==> config.mk <==
export PLATFORM = sky130hd
export DESIGN_NAME = lsu_load_ctrl
export DESIGN_NICKNAME = d
export VERILOG_FILES = /design/src/rtl/lsu_load_ctrl.sv
export SDC_FILE = /design/constraint.sdc
export NUM_CORES = 1
export LEC_CHECK = 0
export CAP_MARGIN = 20
export CORE_AREA = 2 2 140 128
export CTS_BUF_LIST = sky130_fd_sc_hd__clkbuf_4 sky130_fd_sc_hd__clkbuf_8
export CTS_CLUSTER_SIZE = 28
export DETAILED_ROUTE_END_ITERATION = 8
export DIE_AREA = 0 0 142 130
export SLEW_MARGIN = 10
export SYNTH_ARGS = -nofsm -noshare
export SYNTH_HDL_FRONTEND = slang
export SYNTH_SLANG_ARGS = --single-unit
==> constraint.sdc <==
create_clock -name i_clk -period 6.6 [get_ports i_clk]
set_input_delay 0.66 -clock i_clk [delete_from_list [all_inputs] [get_ports i_clk]]
set_output_delay 0.66 -clock i_clk [all_outputs]
set_load 0.03 [all_outputs]
==> src/rtl/lsu_load_ctrl.sv <==
// lsu_load_ctrl: load sequencer issuing one or two word reads per load, with merge, extension and timeout
module lsu_load_ctrl #(
    parameter bit MISALIGN_EN = 1'b1,
    parameter int TIMEOUT     = 255
) (
    input  logic        i_clk,
    input  logic        i_rst,
    input  logic        i_ld_valid,
    output logic        o_ld_ready,
    input  logic [31:0] i_ld_addr,
    input  logic [2:0]  i_ld_sel,
    output logic        o_mem_req,
    output logic [31:0] o_mem_addr,
    input  logic        i_mem_ack,
    input  logic [31:0] i_mem_rdata,
    output logic        o_ld_done,
    output logic [31:0] o_ld_data,
    output logic        o_ld_err
);
    typedef enum logic [1:0] {IDLE, ACC0, ACC1, DONE} state_t;
    localparam logic [7:0] TO_LAST = 8'(TIMEOUT - 1);

    state_t      state_q, state_d;
    logic [31:0] addr_q, addr_d, lo_q, lo_d, data_q, data_d;
    logic [2:0]  sel_q, sel_d;
    logic [7:0]  cnt_q, cnt_d;
    logic        err_q, err_d;
    logic        accept, bad_in, split_q, to_hit, last_ack;
    logic [63:0] pair;
    logic [31:0] w, ext, base;

    function automatic logic is_split(input logic [2:0] sel, input logic [1:0] off);
        return ((sel == 3'd1 || sel == 3'd4) && off == 2'd3) || (sel == 3'd2 && off != 2'd0);
    endfunction

    // Classify the request, merge the returned words and extend the selected field
    always_comb begin
        accept   = i_ld_valid && state_q == IDLE;
        bad_in   = i_ld_sel > 3'd4 || (!MISALIGN_EN && is_split(i_ld_sel, i_ld_addr[1:0]));
        split_q  = is_split(sel_q, addr_q[1:0]);
        to_hit   = !i_mem_ack && cnt_q == TO_LAST;
        last_ack = i_mem_ack && (state_q == ACC1 || (state_q == ACC0 && !split_q));
        base     = {addr_q[31:2], 2'b00};
        pair     = state_q == ACC1 ? {i_mem_rdata, lo_q} : {32'd0, i_mem_rdata};
        w        = 32'(pair >> {addr_q[1:0], 3'b000});
        ext      = sel_q == 3'd0 ? {{24{w[7]}}, w[7:0]} :
                   sel_q == 3'd1 ? {{16{w[15]}}, w[15:0]} :
                   sel_q == 3'd3 ? {24'd0, w[7:0]} :
                   sel_q == 3'd4 ? {16'd0, w[15:0]} : w;
    end

    // Next state: an ack always beats a timeout hitting in the same cycle
    always_comb begin
        state_d = state_q;
        case (state_q)
            IDLE:    if (accept) state_d = bad_in ? DONE : ACC0;
            ACC0:    if (i_mem_ack) state_d = split_q ? ACC1 : DONE;
                     else if (to_hit) state_d = DONE;
            ACC1:    if (i_mem_ack || to_hit) state_d = DONE;
            default: state_d = IDLE;
        endcase
    end

    // Datapath: capture request, low word, wait count and the final result
    always_comb begin
        addr_d = addr_q;
        sel_d  = sel_q;
        lo_d   = lo_q;
        cnt_d  = cnt_q;
        data_d = data_q;
        err_d  = err_q;
        if (accept) begin
            addr_d = i_ld_addr;
            sel_d  = i_ld_sel;
            cnt_d  = '0;
            if (bad_in) begin
                data_d = '0;
                err_d  = 1'b1;
            end
        end
        if (state_q == ACC0 || state_q == ACC1) begin
            cnt_d = i_mem_ack ? 8'd0 : cnt_q + 8'd1;
            if (state_q == ACC0 && i_mem_ack) lo_d = i_mem_rdata;
            if (last_ack) begin
                data_d = ext;
                err_d  = 1'b0;
            end else if (to_hit) begin
                data_d = '0;
                err_d  = 1'b1;
            end
        end
    end

    // Outputs decoded from state; result fields come straight from their registers
    always_comb begin
        o_ld_ready = state_q == IDLE;
        o_mem_req  = state_q == ACC0 || state_q == ACC1;
        o_mem_addr = state_q == ACC0 ? base : state_q == ACC1 ? base + 32'd4 : '0;
        o_ld_done  = state_q == DONE;
        o_ld_data  = data_q;
        o_ld_err   = err_q;
    end

    // State and datapath registers, cleared immediately by reset
    always_ff @(posedge i_clk or posedge i_rst) begin
        if (i_rst) begin
            state_q <= IDLE;
            addr_q  <= '0;
            sel_q   <= '0;
            lo_q    <= '0;
            cnt_q   <= '0;
            data_q  <= '0;
            err_q   <= 1'b0;
        end else begin
            state_q <= state_d;
            addr_q  <= addr_d;
            sel_q   <= sel_d;
            lo_q    <= lo_d;
            cnt_q   <= cnt_d;
            data_q  <= data_d;
            err_q   <= err_d;
        end
    end
endmodule
==> flow_summary_export.csv, run 1 <==
group,metric,value,unit
min_path,worstHoldPathType,"reg -> reg",
clock_network,cts-root-buf,"clkbuf_8",
grt,grt_pass1_vias,5369,
clock_network,cts_tree,"built",
clock_network,numCtsBuffers,9,
final_layout,nets,841,
worst_setup_path,r2r-start,"state_q[0]",
grt,grt_pass1_wl,28700,um
final_layout,final_cell_mix,"clkdlybuf4s50_1, dfrtp_1, mux2_2",
worst_setup_path,critical_path_peak_fanout,15,
synthesis,ys_seq_area_share,41.3,%
clock_network,clock_latency,390,ps
grt,grt_usage,19.8,%
synthesis,synth_cell_type_count,65,
final_layout,fillers,1547,
drt,ant_nets,0,
floorplanning,die_area,18500,um2
place,io_buffers,136,
final_layout,layout-drive-gt1-share,15.7,%
place,hpwl,12900,um
place,gp_congestion,0.851,
clock_network,hold_buffers,0,
worst_setup_path,cp-startpoint,"state_q[1]",
worst_setup_path,crit_family,"simple AND/OR/NAND/NOR gates",
drt,num_vias,5491,
sta,finalSetupTns,0,ps
worst_setup_path,path_cells,"inv_1 > ha_1 > and3b_1 > nor4b_2 > nand4_1 > or4_1 > nand2_1 > clkdlybuf4s50_1",
synthesis,synthArstFlopShare,100,%
drt,drc,0,
power,power,0.00445,W
grt,overflow,0,
sta,finClkSkew,13.7,ps
final_layout,n_antenna_cell,0,
clock_network,clockBufferDepth,2,
sta,slew_headroom,33.5,%
floorplanning,die_x,142,um
worst_setup_path,crit_buf_inv,2,
worst_setup_path,cp.required,5940,ps
grt,use_met1,27.4,%
power,p_per_area,527,nW/um2
worst_setup_path,crit_type,"reg -> out",
floorplanning,io_pins,139,
sta,final_max_slew_viol_count,0,
clock_network,post-cts-setup-buffer-count,0,
sta,worst_pin_slew,997,ps
power,leakagePower,3.37,nW
min_path,hold_start,"cnt_q[7]",
outcome,status,"completed",
drt,first_pass_iters,5,
final_layout,area_growth,26.5,%
synthesis,avgSynthCellArea,10.2,um2
clock_network,clkTransAtPathRegs,100,ps
synthesis,synth-edff-count,0,
grt,gr-usage-met2,31.9,%
synthesis,syn_inst,653,
worst_setup_path,slowest_delay,680,ps
floorplanning,coreArea,17200,um2
floorplanning,rows,46,
floorplanning,start_util,38.7,%
grt,grt.busiest_layer,"met2",
synthesis,synth_area,6670,um2
worst_setup_path,arrival,3430,ps
grt,grt_max_degree,67,
grt,antenna_found_initial,0,
worst_setup_path,cp_slowest_cell,"clkdlybuf4s50_1",
drt,routed_wl,18000,um
run,max_cap_violations,0,
drt,avgRoutedWirePerCell,18.3,um
drt,drt_iter0_drc,327,
final_layout,multiInputGateArea,3670,um2
worst_setup_path,critPathLaunchType,"flip-flop",
sta,timing.fmax,245,MHz
synthesis,synth-seq-cells,110,
power,peakVddDrop,0.282,mV
synthesis,yosys_warnings,0,
final_layout,final_common_cell,"clkdlybuf4s50_1",
synthesis,synth_flop_cell,"dfrtp_1",
floorplanning,die_h,130,um
worst_setup_path,endpoint_kind,"output pin",
sta,hold_violations,0,
clock_network,cts_max_level,3,
clock_network,cts_resized,0,
drt,viasPerCell,5.60,
clock_network,cts.sinks,110,
sta,layout_min_cycle_time,4090,ps
sta,holdWs,507,ps
final_layout,ff_latch_area,2750,um2
sta,setup_violations,0,
sta,post-route-period-util,61.9,%
grt,grtUsageMet3,4.18,%
sta,rsz0062_at_grt,"no",
[flip-flops by register name, summed over array words and instances, names as in the netlist]
signal     cells
sel_q          3
cnt_q          8
o_ld_err       1
addr_q        32
lo_q          32
state_q        2
o_ld_data     32
[logic make-up (layout without fill, tap and decap cells)]
kind of cell	count (synthesis)	count (layout)	synth area share (%)
compound gates	137	137	13.5
xor+xnor	22	22	2.89
fa+ha+maj	8	8	1.50
buf+inv	60	171	3.87
flops	110	110	41.3
mux	119	119	20.5
other cells	1	2	0.0562
simple gates	196	196	16.5
[path summary, 6_finish.rpt]
kind / end / slack, ps / cells past startpoint
hold reg to reg: cnt_q[7] / 510 / 1
min in group asynchronous: cnt_q[0] / 700 / 2
max in group asynchronous: addr_q[0] / 4580 / 3
hold / removal: cnt_q[7] / 510 / 1
setup / recovery: o_mem_addr[26] / 2510 / 8
setup reg to reg: o_ld_data[11] / 3500 / 7
[cell type report]
cell class              instances  area share [%]
flip-flops and latches        110            32.6
multi-input cells             484            43.5
clock inverters                 4            1.16
repair buffers                148            17.5
well taps                     216            3.20
clock buffers                  10            1.56
inverters                       9           0.430
[worst register-to-register path, delay by kind of cell, from the launching register on]
family / cells / cell delay [ps]
adder cells (fa/ha/maj): 1 / 860
AO/OA/AOI/OAI: 2 / 670
AND/OR/NAND/NOR: 2 / 470
flip-flops: 1 / 420
multiplexers: 1 / 410
buffers and inverters: 1 / 130
[power by group]
part / total [W] / internal, W / switching (W)
logic: 0.00270 / 0.00118 / 0.00151
clock network: 0.000480 / 0.000252 / 0.000228
registers: 0.00127 / 0.000984 / 0.000286
total: 0.00445 / 0.00242 / 0.00203
[metal layers]
layer	part of all wire, %	vias to the layer above
met2	47	136
met4	1.1	0
met1	46	2709
li1	-	2632
met3	5.9	14
met5	0	-
[Yosys cell counts (all sizes together) (2+ instances only)]
cell | number | area share (%)
nor3 | 12 | 0.98
nor4 | 4 | 0.88
nor2b | 10 | 0.94
nand2 | 44 | 2.5
nand2b | 4 | 0.38
xnor2 | 12 | 1.6
xor2 | 10 | 1.3
o31ai | 2 | 0.23
or3 | 6 | 0.56
a21oi | 16 | 1.2
and4 | 5 | 0.66
nor3b | 2 | 0.30
a31oi | 8 | 0.75
o32a | 2 | 0.30
a21o | 2 | 0.23
o31a | 2 | 0.26
nand3b | 8 | 0.90
mux2 | 69 | 12
ha | 8 | 1.5
o21ai | 41 | 3.1
clkbuf | 27 | 1.5
nand3 | 23 | 1.8
o22ai | 7 | 0.66
nand4 | 28 | 2.9
nand4b | 2 | 0.36
or4 | 3 | 0.34
a21boi | 2 | 0.23
nor2 | 38 | 2.1
a211oi | 15 | 1.7
a2bb2oi | 7 | 0.92
and2 | 2 | 0.19
mux4 | 7 | 2.4
o221ai | 3 | 0.39
buf | 24 | 1.8
inv | 9 | 0.51
or2 | 2 | 0.19
a22oi | 16 | 1.8
mux2i | 43 | 6.5
o21a | 8 | 0.90
dfrtp | 110 | 41
[metrics by stage]
stage / worst slack, ps / area (um2) / utilization (%) / cells
5_1_grt: 2320 / 8440 / 49.0 / 981
3_3_place_gp: 3060 / 8170 / 47.4 / 965
6_report: 2510 / 8440 / 49.0 / 981
4_1_cts: 2500 / 8390 / 48.8 / 979
3_5_place_dp: 2950 / 8170 / 47.4 / 965
2_1_floorplan: 3040 / 6670 / - / 654
(Power assumes the default switching activity.)
==> inputs of run 2 (changes only) <==
PLACE_DENSITY = 0.67   (was not set)
clock period = 3.5 ns   (was 6.6 ns; I/O delays follow)
==> flow_summary_export.csv, run 2 (synthesis results as in run 1) <==
group,metric,value,unit
outcome,status,"completed",
final_layout,fillers,1566,
grt,grt_pass1_wl,28900,um
sta,post-route-period-util,95.5,%
grt,grt_max_degree,67,
clock_network,hold_buffers,0,
floorplanning,start_util,38.7,%
sta,slew_headroom,27.4,%
final_layout,final_cell_mix,"clkdlybuf4s50_1, dfrtp_1, mux2_2",
floorplanning,die_x,142,um
worst_setup_path,slowest_delay,680,ps
drt,viasPerCell,5.72,
worst_setup_path,arrival,2990,ps
sta,setup_violations,0,
place,hpwl,13600,um
sta,worst_pin_slew,1090,ps
worst_setup_path,path_cells,"inv_1 > ha_1 > nand4b_2 > or3_4 > nor4_2 > xnor2_1 > nor2_1 > clkdlybuf4s50_1",
worst_setup_path,critical_path_peak_fanout,8,
place,io_buffers,136,
floorplanning,coreArea,17200,um2
sta,timing.fmax,299,MHz
worst_setup_path,cp_slowest_cell,"clkdlybuf4s50_1",
clock_network,cts_max_level,3,
final_layout,area_growth,26.3,%
power,peakVddDrop,0.655,mV
clock_network,cts-root-buf,"clkbuf_8",
drt,first_pass_iters,5,
power,power_frac_clock,9.5,%
power,leakagePower,3.49,nW
sta,final_max_slew_viol_count,0,
floorplanning,die_area,18500,um2
place,pre_cts_ws,406,ps
drt,ant_nets,0,
final_layout,nets,845,
drt,drc,0,
grt,grt_usage,20.0,%
clock_network,cts_tree,"built",
worst_setup_path,endpoint_kind,"output pin",
floorplanning,rows,46,
worst_setup_path,crit_buf_inv,2,
power,power.switching,0.00393,W
power,p_int,0.00431,W
clock_network,clock_latency,410,ps
clock_network,cts.sinks,110,
grt,overflow,0,
final_layout,final_common_cell,"clkdlybuf4s50_1",
drt,drt_iter0_drc,382,
clock_network,numCtsBuffers,9,
final_layout,n_antenna_cell,0,
sta,finClkSkew,19.4,ps
floorplanning,io_pins,139,
clock_network,clkTransAtPathRegs,120,ps
run,max_cap_violations,0,
worst_setup_path,cp.required,3150,ps
power,p_per_area,978,nW/um2
sta,finalSetupTns,0,ps
worst_setup_path,critPathLaunchType,"flip-flop",
worst_setup_path,crit_type,"reg -> out",
sta,hold_violations,0,
power,power_frac_comb,61.5,%
sta,layout_min_cycle_time,3340,ps
floorplanning,die_h,130,um
drt,avgRoutedWirePerCell,18.6,um
sta,rsz0062_at_grt,"no",
grt,antenna_found_initial,1,
min_path,worstHoldPathType,"in -> async",
sta,setup_ws,157,ps
power,power,0.00824,W
grt,grt_pass1_vias,5437,
final_layout,layout-drive-gt1-share,17.0,%
clock_network,post-cts-setup-buffer-count,0,
drt,routed_wl,18300,um
power,swShare,47.7,%
drt,num_vias,5641,
power,p_seq_share,29.0,%
place,gp_congestion,0.859,
clock_network,clockBufferDepth,2,
worst_setup_path,crit_family,"simple AND/OR/NAND/NOR gates",
==> run 2: cell types whose count changed in the layout (fill, tap and decap cells not counted), sizes merged <==
cell,before,now
dlygate4sd2,0,4
clkdlybuf4s50,136,122
clkbuf,10,9
clkinv,0,2
inv,9,13
dlymetal6s2s,0,7
bufinv,3,0
buf,12,19
==> run 2: final timing paths <==
| kind | startpoint | endpoint | slack [ps] | depth (start not counted) |
|---|---|---|---|---|
| worst max-delay path | state_q[1] | o_mem_addr[25] | 160 | 8 |
| worst min-delay path | i_rst | cnt_q[1] | 360 | 2 |
| worst max register to register | state_q[0] | o_ld_data[8] | 740 | 7 |
| worst min register to register | cnt_q[7] | cnt_q[7] | 510 | 1 |
| max in group asynchronous | i_rst | lo_q[2] | 2260 | 3 |
| min in group i_clk | cnt_q[7] | cnt_q[7] | 510 | 1 |
==> run 2: timing repair <==
item                                    CTS  global route
endpoints found under the setup margin    5            10
gates resized for setup                   5             8
pin swaps                                 0             1
==> run 2: area by class of cell <==
cell class	count	area [um2]	share of cell area, %
inverter	9	36.3	0.431
multi-input combinational	484	3680	43.7
sequential	110	2750	32.7
tap	216	270	3.21
timing repair buffer	152	1490	17.6
clock inverter	7	72.6	0.862
clock buffer	9	124	1.47
==> run 2: metal layers <==
layer | routed length (um) | global-route usage [%] | vias up
li1 | - | - | 2646
met1 | 8130 | 27.0 | 2811
met2 | 8980 | 32.9 | 162
met3 | 995 | 4.18 | 20
met4 | 206 | 5.65 | 2
met5 | 15 | 0 | -
==> run 2: metrics by stage <==
stage	hold slack [ps]	cell area (um2)	utilization, %	cells
2_1_floorplan	452	6670	-	654
3_3_place_gp	465	8200	47.7	971
3_5_place_dp	494	8200	47.7	971
4_1_cts	386	8400	48.8	987
5_1_grt	419	8420	48.9	987
6_report	362	8420	48.9	987
==> run 2: power by group through the flow <==
stage	logic, W	registers [W]	clock network [W]
3_5_place_dp	0.00506	0.00241	0
5_1_grt	0.00544	0.00247	0.000858
2_1_floorplan	0.00326	0.00255	0
4_1_cts	0.00506	0.00238	0.000821
3_3_place_gp	0.00495	0.00237	0
6_report	0.00507	0.00239	0.000784
